File: src/rtl/alu_multicycle.sv
// Multi-cycle ARM-style ALU: one-cycle data-processing ops plus an optional shift-add multiplier.
// Define ALU_MUL_EN to include the MUL state and multiplier datapath.
module alu_multicycle #(
  parameter int unsigned WIDTH = 32
) (
  input  logic             clk,
  input  logic             rst_n,
  input  logic             start,
  output logic             ready,
  input  logic [WIDTH-1:0] datoA,
  input  logic [WIDTH-1:0] datoB,
  input  logic [3:0]       opCode,
  input  logic             cin,
  input  logic             mul,
  output logic [WIDTH-1:0] salida,
  output logic             cout,
  output logic             zero,
  output logic             negative,
  output logic             overflow,
  output logic             done
);

  typedef enum logic [1:0] {StIdle, StExec, StMul} state_e;

  localparam logic [3:0] OpAnd = 4'h0, OpEor = 4'h1, OpSub = 4'h2, OpRsb = 4'h3;
  localparam logic [3:0] OpAdd = 4'h4, OpAdc = 4'h5, OpSbc = 4'h6, OpRsc = 4'h7;
  localparam logic [3:0] OpTst = 4'h8, OpTeq = 4'h9, OpCmp = 4'hA, OpCmn = 4'hB;
  localparam logic [3:0] OpOrr = 4'hC, OpMov = 4'hD, OpBic = 4'hE, OpMvn = 4'hF;

  state_e state_q, state_d;

  logic [WIDTH-1:0] a_q, a_d;
  logic [WIDTH-1:0] b_q, b_d;
  logic [3:0]       op_q, op_d;
  logic             cin_q, cin_d;
  logic [WIDTH-1:0] salida_q, salida_d;
  logic             c_q, c_d;
  logic             z_q, z_d;
  logic             n_q, n_d;
  logic             v_q, v_d;
  logic             done_q, done_d;

  logic accept;

`ifdef ALU_MUL_EN
  localparam int unsigned CntW = $clog2(WIDTH);
  localparam logic [CntW-1:0] LastCnt = CntW'(WIDTH - 1);

  logic [WIDTH-1:0] acc_q, acc_d;
  logic [CntW-1:0]  cnt_q, cnt_d;
  logic [WIDTH-1:0] mul_sum;
  logic             mul_last;
`else
  logic unused_mul;
  assign unused_mul = mul;
`endif

  // ---------------------------------------------------------------------------
  // FSM
  // ---------------------------------------------------------------------------
  always_ff @(posedge clk or negedge rst_n) begin
    if (!rst_n) begin
      state_q <= StIdle;
    end else begin
      state_q <= state_d;
    end
  end

  always_comb begin
    state_d = state_q;
    unique case (state_q)
      StIdle: begin
        if (start) begin
`ifdef ALU_MUL_EN
          state_d = mul ? StMul : StExec;
`else
          state_d = StExec;
`endif
        end
      end
      StExec: state_d = StIdle;
`ifdef ALU_MUL_EN
      StMul: begin
        if (mul_last) state_d = StIdle;
      end
`endif
      default: state_d = StIdle;
    endcase
  end

  always_comb begin
    ready  = (state_q == StIdle);
    accept = ready & start;
  end

  // ---------------------------------------------------------------------------
  // One-cycle ALU
  // ---------------------------------------------------------------------------
  logic [WIDTH-1:0] add_x, add_y, logic_res, alu_res;
  logic             add_ci, is_arith, flags_only, alu_c, alu_v;
  logic [WIDTH:0]   add_sum;

  always_comb begin
    add_x  = a_q;
    add_y  = b_q;
    add_ci = 1'b0;
    // Subtraction is x + ~y + carry, so C comes out as NOT borrow.
    unique case (op_q)
      OpSub, OpCmp: begin add_y = ~b_q; add_ci = 1'b1;  end
      OpRsb:        begin add_x = b_q; add_y = ~a_q; add_ci = 1'b1; end
      OpAdc:        add_ci = cin_q;
      OpSbc:        begin add_y = ~b_q; add_ci = cin_q; end
      OpRsc:        begin add_x = b_q; add_y = ~a_q; add_ci = cin_q; end
      default:      ;
    endcase
    add_sum = {1'b0, add_x} + {1'b0, add_y} + {{WIDTH{1'b0}}, add_ci};
    alu_c   = add_sum[WIDTH];
    alu_v   = (add_x[WIDTH-1] == add_y[WIDTH-1]) && (add_sum[WIDTH-1] != add_x[WIDTH-1]);

    unique case (op_q)
      OpAnd, OpTst: logic_res = a_q & b_q;
      OpEor, OpTeq: logic_res = a_q ^ b_q;
      OpOrr:        logic_res = a_q | b_q;
      OpMov:        logic_res = b_q;
      OpBic:        logic_res = a_q & ~b_q;
      OpMvn:        logic_res = ~b_q;
      default:      logic_res = '0;
    endcase

    is_arith   = (op_q inside {OpSub, OpRsb, OpAdd, OpAdc, OpSbc, OpRsc, OpCmp, OpCmn});
    flags_only = (op_q inside {OpTst, OpTeq, OpCmp, OpCmn});
    alu_res    = is_arith ? add_sum[WIDTH-1:0] : logic_res;
  end

`ifdef ALU_MUL_EN
  // a_q shifts left as the multiplicand, b_q shifts right as the multiplier.
  always_comb begin
    mul_sum  = acc_q + (b_q[0] ? a_q : '0);
    mul_last = (cnt_q == LastCnt);
  end
`endif

  // ---------------------------------------------------------------------------
  // Datapath registers
  // ---------------------------------------------------------------------------
  always_comb begin
    a_d      = a_q;
    b_d      = b_q;
    op_d     = op_q;
    cin_d    = cin_q;
    salida_d = salida_q;
    c_d      = c_q;
    z_d      = z_q;
    n_d      = n_q;
    v_d      = v_q;
    done_d   = 1'b0;
`ifdef ALU_MUL_EN
    acc_d    = acc_q;
    cnt_d    = cnt_q;
`endif

    if (accept) begin
      a_d   = datoA;
      b_d   = datoB;
      op_d  = opCode;
      cin_d = cin;
`ifdef ALU_MUL_EN
      acc_d = '0;
      cnt_d = '0;
`endif
    end

    if (state_q == StExec) begin
      if (!flags_only) salida_d = alu_res;
      n_d    = alu_res[WIDTH-1];
      z_d    = (alu_res == '0);
      c_d    = is_arith ? alu_c : cin_q;
      if (is_arith) v_d = alu_v;
      done_d = 1'b1;
    end

`ifdef ALU_MUL_EN
    if (state_q == StMul) begin
      acc_d = mul_sum;
      a_d   = a_q << 1;
      b_d   = b_q >> 1;
      cnt_d = cnt_q + 1'b1;
      if (mul_last) begin
        salida_d = mul_sum;
        n_d      = mul_sum[WIDTH-1];
        z_d      = (mul_sum == '0);
        done_d   = 1'b1;
      end
    end
`endif
  end

  always_ff @(posedge clk or negedge rst_n) begin
    if (!rst_n) begin
      a_q      <= '0;
      b_q      <= '0;
      op_q     <= '0;
      cin_q    <= 1'b0;
      salida_q <= '0;
      c_q      <= 1'b0;
      z_q      <= 1'b0;
      n_q      <= 1'b0;
      v_q      <= 1'b0;
      done_q   <= 1'b0;
`ifdef ALU_MUL_EN
      acc_q    <= '0;
      cnt_q    <= '0;
`endif
    end else begin
      a_q      <= a_d;
      b_q      <= b_d;
      op_q     <= op_d;
      cin_q    <= cin_d;
      salida_q <= salida_d;
      c_q      <= c_d;
      z_q      <= z_d;
      n_q      <= n_d;
      v_q      <= v_d;
      done_q   <= done_d;
`ifdef ALU_MUL_EN
      acc_q    <= acc_d;
      cnt_q    <= cnt_d;
`endif
    end
  end

  assign salida   = salida_q;
  assign cout     = c_q;
  assign zero     = z_q;
  assign negative = n_q;
  assign overflow = v_q;
  assign done     = done_q;

endmodule
File: config.mk
export PLATFORM = sky130hd
export DESIGN_NAME = alu_multicycle
export DESIGN_NICKNAME = d
export VERILOG_FILES = /design/src/rtl/alu_multicycle.sv
export SDC_FILE = /design/constraint.sdc
export NUM_CORES = 1
export LEC_CHECK = 0
export CORE_ASPECT_RATIO = 1.1
export CORE_UTILIZATION = 30
export DETAILED_ROUTE_END_ITERATION = 7
export PLACE_DENSITY = 0.54
export SETUP_SLACK_MARGIN = 0.05
export SYNTH_ARGS = -nofsm -noshare
export SYNTH_HDL_FRONTEND = slang
export SYNTH_SLANG_ARGS = --single-unit
export TNS_END_PERCENT = 20
File: constraint.sdc
create_clock -name clk -period 10.05 [get_ports clk]
set_clock_uncertainty 0.1 [all_clocks]
set_input_delay 3.015 -clock clk [delete_from_list [all_inputs] [get_ports clk]]
set_output_delay 3.015 -clock clk [all_outputs]
set_load 0.05 [all_outputs]
==> run metrics <==
status finished clean; RSZ-0062 raised after global routing no; worst-skew pair later-pin latency roughly 0.38 ns; # fillers 3,247; R2R Setup Slk roughly 3.2 ns; min Tclk post-route about 7 ns; DR pass1 iterations 5; Syn. warnings 0; CP Capture Type register; DRT Wirelength 32,300 um; fin crit share about two thirds; vias in the first global route about 8,800; Root Driver clkbuf_16; Core Region 0.0303 sq mm; clk slew on worst S/H paths around 0.080 ns; Placed Area ~0.011 sq mm; Via Count slightly above 9,000; initial DRC count about 710; Reg-to-Reg End zero$_DFFE_PN0P_; worst slew pin tran 1.11 ns; Crit Path Class reg -> reg; share of layout cells above drive strength 1 under 10%; share of the synthesized area in the top cell type just under 30%; MaxCap Viol Count 0; WP data required 10.25 ns; predominant post-synthesis flop cell dfrtp_1; fraction of registers with async set/reset 100%; switching fraction of total power 49.4%; Worst Hold Endpoint salida[7]$_DFFE_PN0P_; switching power ~1.2 mW; Chip Height approximately 190 um; endpoints failing hold 0; port bufs between 100 and 150; Peak VDD IR approximately 0.083 mV; crit-path max FO 33; n_diodes 0; maximum clock rate 146 MHz; total CTS buffers 9; die width roughly 170 um; clock sink total about 110; Post-Syn Instances between 1,000 and 1,500; Clk network pwr share about 15%; DP HPWL around 23,000 um; area occupied by multi-input gates ~0.0059 sq mm; Leak about 4.6 nW; GRT Resource Usage Total roughly a fifth; sequential share of the synthesized area between 20 and 30%; post-route antenna net violation count 0; Comb pwr share 60.6%; ranking of synthesized cells by area dfrtp_1 (29%), o21ai_0 (11%), ha_1 (8.5%); Netlist Area Pre-Place roughly 0.009 sq mm; Netlist cell types 84; worst hold path stage count 2; Sum Neg Setup Slack 0 ns; Critical R2R Launch op_q[2]$_DFFE_PN0P_; P&R area growth vs syn 17.8%; hold path startpoint salida[7]$_DFFE_PN0P_; sequential share of power ~24%; IO Pins 111; largest area contributor in the netlist dfrtp_1; PostCTS Resize Cnt 0; setup bufs post-CTS 0; Pint 1.27 mW; # setup viols final 0; nets@finish between 1,000 and 1,500; Rel. slew slack between 20% and 30%; CTS tree done; Avg Synthesized Cell Area between 7 and 8 sq um; cells on worst reg2reg path 20; die area between 0.03 and 0.04 sq mm; htree depth 3; Yosys reg bits between 100 and 150; # DRC 0; Worst EP arrival approximately 7.1 ns; vias per inst 5.50; register area approximately 0.0027 sq mm; Post-synth EDFFs 0; Hold Buf Count CTS 0; Starting Density between 30% and 40%; routability cong. 0.903; CTS Buffer Depth 2; PD cells about 230 mW/mm^2; antenna violations before repair 0; Worst Hold Class reg -> reg; Rows between 60 and 70; total gr overflow 0; syn nets ~1,400; Slew Limit Fails 0; cell area after layout 0.0109 sq mm; largest net degree at the start of global routing 80; Worst setup SP type register; global-route wire length before repair approximately 50,000 um; wire per inst approximately 19 um
-- final cells by class --
cell class	count	area share, %
repair buffers	123	11.0
clock buffers	10	2.10
well taps	414	4.76
inverters	77	2.66
clock inverters	6	0.598
multi-input cells	941	54.3
flip-flops and latches	107	24.6
-- sequential cells by signal, indices dropped and copies added (netlist names) --
signal and cells:
a_q 32, b_q 32, cin_q 1, cout 1, done 1, negative 1
op_q 4, overflow 1, salida 32, state_q 1, zero 1
-- worst max path at each step --
stage                             endpoint  slack (ns)           startpoint  cells after the start
after floorplan           zero$_DFFE_PN0P_        5.07  op_q[1]$_DFFE_PN0P_                     22
after global placement    zero$_DFFE_PN0P_        3.35  op_q[2]$_DFFE_PN0P_                     20
after detailed placement  zero$_DFFE_PN0P_        3.28  op_q[2]$_DFFE_PN0P_                     20
after CTS                 zero$_DFFE_PN0P_        3.26  op_q[2]$_DFFE_PN0P_                     20
after global routing      zero$_DFFE_PN0P_        2.95  op_q[2]$_DFFE_PN0P_                     20
final                     zero$_DFFE_PN0P_        3.20  op_q[2]$_DFFE_PN0P_                     20
-- layer usage --
| metal | up-vias | track usage (%) | part of all wire (%) |
|---|---|---|---|
| met3 | 65 | 2.57 | 5.3 |
| met5 | - | 0 | 0 |
| met4 | 0 | 10.1 | 4.0 |
| li1 | 4476 | - | - |
| met2 | 303 | 34.4 | 46 |
| met1 | 4386 | 27.3 | 44 |
-- cell families (layout without fill, tap and decap cells) --
kind of cell | count (synthesis) | in the layout | synth area share [%]
simple gates | 364 | 364 | 18.1
xor+xnor | 18 | 18 | 1.71
fa+ha+maj | 65 | 65 | 8.97
flops | 107 | 107 | 29.0
mux | 44 | 44 | 5.16
compound gates | 450 | 450 | 29.5
buf+inv | 164 | 216 | 7.52
-- layout by cell type (no fill, tap or decap), types with 7 or more instances in the layout --
master	instances
o21ai_0	203
nand2_1	193
clkdlybuf4s50_1	108
dfrtp_1	106
a21oi_1	87
inv_1	75
ha_1	63
nor2_1	55
mux2_2	29
a211oi_1	25
nor3_1	21
a31oi_1	17
a21o_1	15
mux2i_1	15
buf_4	15
nand3_1	14
nand4_1	13
and3_1	10
xor2_1	10
o221ai_1	9
o22ai_1	9
o31ai_1	9
clkbuf_16	9
xnor2_1	8
nor4_1	8
a22oi_1	7
-- worst max-delay path, stage by stage, from the launching register on --
cell and delay (ns):
dfrtp_1 0.66, nand2_1 0.75, and3_1 0.25, buf_4 0.39, o21bai_4 0.31, buf_4 0.42, nor2_1 0.07, a211oi_1 0.27
fa_1 0.29, inv_1 0.09, fa_1 0.46, a21o_2 0.25, nand4_2 0.18, a21oi_2 0.12, a211oi_2 0.33, nor4_1 0.08
or3_1 0.46, or4_1 0.63, nor4b_2 0.30, nand4_1 0.18, o2bb2ai_1 0.15
-- cell usage after synthesis (5+ instances only) --
library cell	instances
nand4_1	13
dfrtp_1	107
mux2i_1	15
buf_1	10
a21oi_1	87
nand2_1	193
a31oi_1	17
nor3_1	21
and3_1	10
o21bai_1	6
a21o_2	5
o31ai_1	9
a21o_1	15
a211oi_1	25
nor2b_1	7
buf_6	6
nor4_1	8
clkbuf_1	53
xor2_1	10
nand3_1	15
ha_1	63
buf_2	16
nor2_1	55
or3_1	6
mux2_2	29
o221ai_1	9
xnor2_1	8
o22ai_1	9
inv_1	75
a22oi_1	7
o21ai_0	203
-- power by group through the flow --
| stage | Clock [mW] | Combinational [mW] | Sequential, mW |
|---|---|---|---|
| after floorplan | 0 | 0.830 | 0.842 |
| after global placement | 0 | 1.50 | 0.621 |
| after detailed placement | 0 | 1.51 | 0.624 |
| after CTS | 0.386 | 1.52 | 0.616 |
| after global routing | 0.405 | 1.66 | 0.633 |
| final | 0.377 | 1.52 | 0.614 |
-- metrics by stage --
step	util, %	worst slack [ns]	hold slack, ns	std cells	power, mW
2_1_floorplan	-	5.07	0.274	1212	1.67
3_3_place_gp	34.9	3.35	0.368	1662	2.12
3_5_place_dp	34.9	3.28	0.373	1662	2.14
4_1_cts	35.9	3.26	0.391	1678	2.52
5_1_grt	35.9	2.95	0.412	1678	2.70
6_report	35.9	3.20	0.381	1678	2.51
No activity file was read; power rests on OpenSTA's default activity.
